File: config.mk
export PLATFORM = sky130hd
export DESIGN_NAME = hash_result_scan_flat
export DESIGN_NICKNAME = d
export VERILOG_FILES = /design/src/rtl/hash_result_scan_if.sv /design/src/rtl/hash_result_scan.sv /design/src/flat_wrapper.sv
export SDC_FILE = /design/constraint.sdc
export NUM_CORES = 1
export LEC_CHECK = 0
export CAP_MARGIN = 10
export CORE_ASPECT_RATIO = 0.75
export CORE_MARGIN = 3
export CORE_UTILIZATION = 40
export DETAILED_ROUTE_END_ITERATION = 8
export HOLD_SLACK_MARGIN = 0.03
export PLACE_DENSITY = 0.71
export SYNTH_ARGS = -nofsm -noshare
export SYNTH_HDL_FRONTEND = slang
export SYNTH_SLANG_ARGS = --single-unit
File: constraint.sdc
create_clock -name clk -period 5 [get_ports clk]
set_input_delay 1 -clock clk [delete_from_list [all_inputs] [get_ports clk]]
set_output_delay 1 -clock clk [all_outputs]
set_load 0.03 [all_outputs]
File: src/rtl/hash_result_scan_if.sv
// Shared memory port between the result scanner and the synchronous RAM.
// Latency: none; this only bundles wires.
// Backpressure: none; the RAM accepts one access per mem_clk edge.
//
// Signals:
//   mem_clk        clock the RAM registers its address/write on
//   mem_we         write enable
//   mem_addr       word address
//   mem_write_data write data
//   mem_read_data  read data, valid one mem_clk edge after the address is taken
interface hash_result_scan_if;
  logic        mem_clk;
  logic        mem_we;
  logic [15:0] mem_addr;
  logic [31:0] mem_write_data;
  logic [31:0] mem_read_data;

  // Scanner side drives the address/write phase and samples read data.
  modport master (
    output mem_clk,
    output mem_we,
    output mem_addr,
    output mem_write_data,
    input  mem_read_data
  );

  // RAM side.
  modport slave (
    input  mem_clk,
    input  mem_we,
    input  mem_addr,
    input  mem_write_data,
    output mem_read_data
  );
endinterface

File: src/rtl/hash_result_scan.sv
// Scans NUM_NONCES hash words, keeps the smallest, writes a 2-word result record.
// Latency: done rises NUM_NONCES+5 edges after the start edge (21 for 16 nonces).
// Backpressure: none; the RAM is assumed to accept one access per cycle.
//
// Ports:
//   clk, reset_n     clock and asynchronous active-low reset
//   start            begin a scan (only looked at while idle)
//   input_addr       address of the hash word for nonce 0
//   result_addr      base address of the record {found,23'b0,nonce} / best_hash
//   target           unsigned difficulty threshold
//   done             high while idle after a completed (or reset) scan
//   found            best_hash < target
//   best_nonce       index of the minimum hash word
//   best_hash        minimum hash word seen
//   mem              shared memory port (master side)
module hash_result_scan #(
  parameter int NUM_NONCES = 16
) (
  input  logic                   clk,
  input  logic                   reset_n,
  input  logic                   start,
  input  logic [15:0]            input_addr,
  input  logic [15:0]            result_addr,
  input  logic [31:0]            target,
  output logic                   done,
  output logic                   found,
  output logic [7:0]             best_nonce,
  output logic [31:0]            best_hash,
  hash_result_scan_if.master     mem
);

  // Counters need to hold the value NUM_NONCES itself (up to 256).
  localparam logic [8:0] NUM_C  = 9'(NUM_NONCES);
  localparam logic [8:0] LAST_C = 9'(NUM_NONCES - 1);

  typedef enum logic [1:0] {
    IDLE = 2'd0,
    READ = 2'd1,
    WR0  = 2'd2,
    WR1  = 2'd3
  } state_t;

  state_t      state_q, state_d;
  logic [8:0]  issue_q, issue_d;
  logic [8:0]  cap_q, cap_d;
  // addr_vld_q: an address was registered at the last edge.
  // rd_vld_q:   the RAM latched that address at the last edge, so its data
  //             is on mem_read_data now and is captured at the coming edge.
  logic        addr_vld_q, addr_vld_d;
  logic        rd_vld_q, rd_vld_d;
  logic        done_q, done_d;
  logic        we_q, we_d;
  logic [15:0] addr_q, addr_d;
  logic [31:0] wdata_q, wdata_d;
  logic        found_q, found_d;
  logic [7:0]  nonce_q, nonce_d;
  logic [31:0] hash_q, hash_d;

  always_ff @(posedge clk or negedge reset_n) begin
    if (!reset_n) begin
      state_q    <= IDLE;
      issue_q    <= '0;
      cap_q      <= '0;
      addr_vld_q <= 1'b0;
      rd_vld_q   <= 1'b0;
      done_q     <= 1'b0;
      we_q       <= 1'b0;
      addr_q     <= '0;
      wdata_q    <= '0;
      found_q    <= 1'b0;
      nonce_q    <= '0;
      hash_q     <= 32'hFFFF_FFFF;
    end else begin
      state_q    <= state_d;
      issue_q    <= issue_d;
      cap_q      <= cap_d;
      addr_vld_q <= addr_vld_d;
      rd_vld_q   <= rd_vld_d;
      done_q     <= done_d;
      we_q       <= we_d;
      addr_q     <= addr_d;
      wdata_q    <= wdata_d;
      found_q    <= found_d;
      nonce_q    <= nonce_d;
      hash_q     <= hash_d;
    end
  end

  always_comb begin
    state_d    = state_q;
    issue_d    = issue_q;
    cap_d      = cap_q;
    addr_vld_d = 1'b0;
    rd_vld_d   = addr_vld_q;
    done_d     = done_q;
    we_d       = we_q;
    addr_d     = addr_q;
    wdata_d    = wdata_q;
    found_d    = found_q;
    nonce_d    = nonce_q;
    hash_d     = hash_q;

    unique case (state_q)
      IDLE: begin
        we_d = 1'b0;
        if (start) begin
          done_d     = 1'b0;
          addr_d     = input_addr;
          addr_vld_d = 1'b1;
          rd_vld_d   = 1'b0;
          issue_d    = 9'd1;
          cap_d      = 9'd0;
          hash_d     = 32'hFFFF_FFFF;
          nonce_d    = 8'd0;
          found_d    = 1'b0;
          state_d    = READ;
        end else if (!we_q) begin
          // The edge that drops the record write strobe keeps done low, so
          // done only rises once the bus is quiet again.
          done_d = 1'b1;
        end
      end

      READ: begin
        if (issue_q < NUM_C) begin
          addr_d     = input_addr + {7'd0, issue_q};
          addr_vld_d = 1'b1;
          issue_d    = issue_q + 9'd1;
        end
        if (rd_vld_q) begin
          // Strict compare: on a tie the earlier (lower) nonce is kept.
          if (mem.mem_read_data < hash_q) begin
            hash_d  = mem.mem_read_data;
            nonce_d = cap_q[7:0];
            found_d = (mem.mem_read_data < target);
          end
          cap_d = cap_q + 9'd1;
          if (cap_q == LAST_C) begin
            state_d = WR0;
          end
        end
      end

      WR0: begin
        we_d    = 1'b1;
        addr_d  = result_addr;
        wdata_d = {found_q, 23'd0, nonce_q};
        state_d = WR1;
      end

      WR1: begin
        we_d    = 1'b1;
        addr_d  = result_addr + 16'd1;
        wdata_d = hash_q;
        state_d = IDLE;
      end

      default: begin
        state_d = IDLE;
      end
    endcase
  end

  assign mem.mem_clk        = clk;
  assign mem.mem_we         = we_q;
  assign mem.mem_addr       = addr_q;
  assign mem.mem_write_data = wdata_q;

  assign done       = done_q;
  assign found      = found_q;
  assign best_nonce = nonce_q;
  assign best_hash  = hash_q;

endmodule

File: src/flat_wrapper.sv
// flat-port wrapper written by rule: the top's interface ports become plain ports
module hash_result_scan_flat 
#(
  parameter int NUM_NONCES = 16
)
  (clk, reset_n, start, input_addr, result_addr, target, done, found, best_nonce, best_hash, mem_mem_clk, mem_mem_we, mem_mem_addr, mem_mem_write_data, mem_mem_read_data);
  hash_result_scan_if mem_i ();
  input  logic clk;
  input  logic reset_n;
  input  logic start;
  input  logic [15:0] input_addr;
  input  logic [15:0] result_addr;
  input  logic [31:0] target;
  output logic done;
  output logic found;
  output logic [7:0] best_nonce;
  output logic [31:0] best_hash;
  output wire logic [$bits(mem_i.mem_clk)-1:0] mem_mem_clk;
  output wire logic [$bits(mem_i.mem_we)-1:0] mem_mem_we;
  output wire logic [$bits(mem_i.mem_addr)-1:0] mem_mem_addr;
  output wire logic [$bits(mem_i.mem_write_data)-1:0] mem_mem_write_data;
  input wire logic [$bits(mem_i.mem_read_data)-1:0] mem_mem_read_data;
  assign mem_mem_clk = mem_i.mem_clk;
  assign mem_mem_we = mem_i.mem_we;
  assign mem_mem_addr = mem_i.mem_addr;
  assign mem_mem_write_data = mem_i.mem_write_data;
  assign mem_i.mem_read_data = mem_mem_read_data;
  hash_result_scan #(.NUM_NONCES(NUM_NONCES)) u_core (.clk(clk), .reset_n(reset_n), .start(start), .input_addr(input_addr), .result_addr(result_addr), .target(target), .done(done), .found(found), .best_nonce(best_nonce), .best_hash(best_hash), .mem(mem_i));
endmodule
# Word level (Yosys, flattened, before mapping)
# Cells that the tools add are included.
# word_totals
mem_bits_rw,0
output_inout_bits,92
n_memories,0
latch_bits,0
inputBits,99
wordCells,74
register_bits,113
romBits,0
# op_classes
bitwise,0
add_sub_neg,4
n_mul,0
div_mod_pow,0
n_reduce_logical,11
mux,34
shift,0
n_eq_ne,10
order_cmp,3
# ops
cell,n
case mux 32 bit (2 select lines),2
two-way mux 32 bit,3
< comparator 32 bit,2
case mux 16 bit (4 select lines),1
two-way mux 9 bit,4
case mux 9 bit (2 select lines),2
two-way mux 16 bit,2
two-way mux 8 bit,3
"adder 9 x 1 -> 9 bit, second input constant",2
"adder 16 x 1 -> 16 bit, second input constant",1
adder 16 x 9 -> 16 bit,1
case mux 8 bit (2 select lines),1
"equality test 9 x 4 -> 1 bit, second input constant",1
"< comparator 9 x 5 -> 1 bit, second input constant",1
two-way mux 1 bit,9
AND reduction 3 bit,3
"inequality test 2 x 1 -> 1 bit, second input constant",4
case mux 2 bit (4 select lines),1
two-way mux 2 bit,3
case mux 1 bit (2 select lines),3
nonzero test 2 bit,3
"equality test 2 bit, second input constant",2
"inequality test 2 bit, second input constant",2
AND reduction 2 bit,2
other kinds (4),4

# Longest topological paths before layout
# depth
word_depth,4
ltp_mapped,10
ltp_nobuf,9

==> reports/metrics.yaml <==
num_rows: 43
cts_tree: "done"
critPathKind: "clk2out"
synth_cell_types: 64
area_growth_pct: 36.5
final_common_cell: "clkdlybuf4s50_1"
synth_area_um2: 7780
fin_ws_ps: 675
worstHoldPathType: "reg2reg"
power_density_nw_per_um2: 624
r2r_cells: 10
arrival_ps: 3320
diodes: 0
worstHoldPathCells: 1
die_x_um: 167
rsz0062_at_grt: "false"
finalSetupTns_ps: 0
vdd_ir_drop_max_uv: 321
syn_inst: 910
post_cts_buffers: 0
path_depth: 3
fin_skew_ps: 9.97
hold_viol: 0
finalWirelength_um: 23500
ys_ff_latch: 113
die_area_um2: 21200
grt_usage_pct: 22.0
ys_warn_count: 0
start_util_pct: 41.5
post_drt_wl_per_cell_um: 17.4
critical_path_required_ps: 4000
cts_hold_buf: 0
ant_nets: 0
drt-initial-drc-count: 645
clkTransAtPathRegs_ps: 50
remaining_drc_errors: 0
cts-resized-gates: 0
cp.buffers_inverters: 3
clkLatencyLatePin_ps: 530
antenna_found_initial: 0
via_per_inst: 5.40
dp_worst_setup_slack_ps: 936
vias: 7308
port_buffers: 190
mostFrequentLayoutCells: "clkdlybuf4s50_1 (189), nor2_1 (110), nand2_1 (99)"
fin_nets: 1272
crit_slowest_cell: "clkdlybuf4s50_1"
layout-drive-gt1-share_pct: 8.41
ff2ff_setup_slack_ps: 1730
path_max_fanout: 2
ys_seq_area_share_pct: 36.8
grt_pass1_wl_um: 37400
drtPass1Iterations: 6
setup.worst_path.start_class: "clock port"
status: "finished clean"
critical-path-top-delay-family: "buffers and inverters"
synth_edf_count: 0
worst_slew_pin_slew_ps: 1160
finalMaxSlewViolations: 0
core_um2: 18800
max_cap_viol_count: 0
path_cells: "clkbuf_16 -> clkbuf_16 -> clkdlybuf4s50_1"
syn-num-nets: 1089
p_leak_nw: 4.97
gr-total-overflow: 0
synthArstFlopShare_pct: 100
place.gp.congestion: 0.922
cp_common_cell: "clkbuf_16"
synth_ff_type: "dfrtp_1"
grt_max_degree: 63
grt_pass1_vias: 7054
dieHeight_um: 127
end_kind: "output port"
slew_headroom_pct: 22.9
ios: 191
final-setup-viol-count: 0
synth.avg_cell_area_um2: 8.55
dp_hpwl_um: 17700
cp_slowest_stage_delay_ps: 580
flip-flops by register name (all words and copies together) (netlist names):
name                       count
u_core.best_hash              32
u_core.mem.mem_write_data     32
u_core.mem.mem_addr           16
u_core.cap_q                   9
u_core.issue_q                 9
u_core.best_nonce              8
u_core.state_q                 2
u_core.addr_vld_q              1
u_core.done                    1
u_core.found                   1
u_core.mem.mem_we              1
u_core.rd_vld_q                1
worst reg2reg max path, stage by stage (launching register included):
cell,delay (ps)
dfrtp_1,430
inv_1,110
ha_1,580
buf_4,330
mux2_4,210
o21ai_2,110
a211oi_1,380
o21ai_2,150
a21oi_4,390
buf_4,290
mux2i_1,220
through the flow:
step	hold WS, ps	cells	total power [W]	util (%)	area (um2)
6_report	462	1353	0.00663	56.6	10600
2_1_floorplan	428	910	0.00387	-	7780
5_1_grt	475	1353	0.00703	56.6	10600
4_1_cts	465	1353	0.00666	56.6	10600
3_3_place_gp	439	1318	0.00509	52.7	9900
3_5_place_dp	447	1318	0.00515	52.7	9900
metal layers:
metal  GRT usage [%]  wire length, um  vias to the layer above
li1                -                -                     3564
met1            32.4            11400                     3433
met2            31.3             9890                      294
met3            7.29             2010                       17
met4            5.14              182                        0
met5               0                0                        -
kinds of logic after synthesis:
family | after synthesis | synth area share (%)
adders and majority gates | 80 | 13.0
buffers and inverters | 134 | 7.10
and+or+nand+nor | 306 | 17.7
AOI/OAI and AO/OA | 206 | 16.4
DFF | 113 | 36.8
muxes | 56 | 7.31
xor gates and xnor gates | 15 | 1.69
report_power, final:
group	internal, W	total [W]	leakage (nW)	switching [W]
registers	0.00136	0.00162	1.37	0.000268
clock network	0.00104	0.00150	0.357	0.000466
logic	0.00139	0.00350	3.24	0.00211
synthesized netlist by cell type (3+ instances only):
cell type	n	share of area [%]
o32ai_1	4	0.45
xor2_1	7	0.79
inv_1	90	4.3
nand2_1	99	4.8
buf_2	4	0.26
buf_1	5	0.24
nand4_1	15	1.2
xnor2_1	8	0.90
nor3_1	16	1.0
a21oi_1	52	3.3
and4_1	8	0.90
mux2i_1	52	6.7
o31ai_1	3	0.29
a21o_1	16	1.5
clkbuf_1	29	1.4
ha_1	79	13
o21ai_0	72	4.6
a41oi_1	3	0.34
nand3_1	20	1.3
nor2_1	112	5.4
nor4_1	6	0.48
and3_1	10	0.80
buf_4	3	0.29
or3_1	4	0.32
dfrtp_1	81	26
dfstp_2	32	11
a31oi_1	14	1.1
a211oi_1	8	0.77
buf_8	3	0.58
a221oi_1	3	0.34
nand2b_1	3	0.24
o221ai_1	4	0.45
nor2b_1	3	0.24
final cells by class:
cell class | count | area, um2
clock buffer | 26 | 559
clock inverter | 10 | 180
tap | 247 | 309
timing repair buffer | 204 | 2000
sequential | 113 | 2870
inverter | 90 | 338
fill | 1696 | 8150
multi-input combinational | 663 | 4370
final timing paths:
| path | startpoint | endpoint |
|---|---|---|
| max in group asynchronous | reset_n | u_core.best_hash[6]$_DFFE_PN1P_ |
| min reg2reg | u_core.addr_vld_q$_DFF_PN0_ | u_core.rd_vld_q$_DFF_PN0_ |
| min in group asynchronous | reset_n | u_core.mem.mem_write_data[25]$_DFFE_PN0P_ |
| max reg2reg | u_core.state_q[0]$_DFFE_PN0P_ | u_core.best_hash[15]$_DFFE_PN1P_ |
| max | clk | mem_mem_clk |
| min | u_core.addr_vld_q$_DFF_PN0_ | u_core.rd_vld_q$_DFF_PN0_ |
Note: power is estimated with default switching activity, not from simulation.
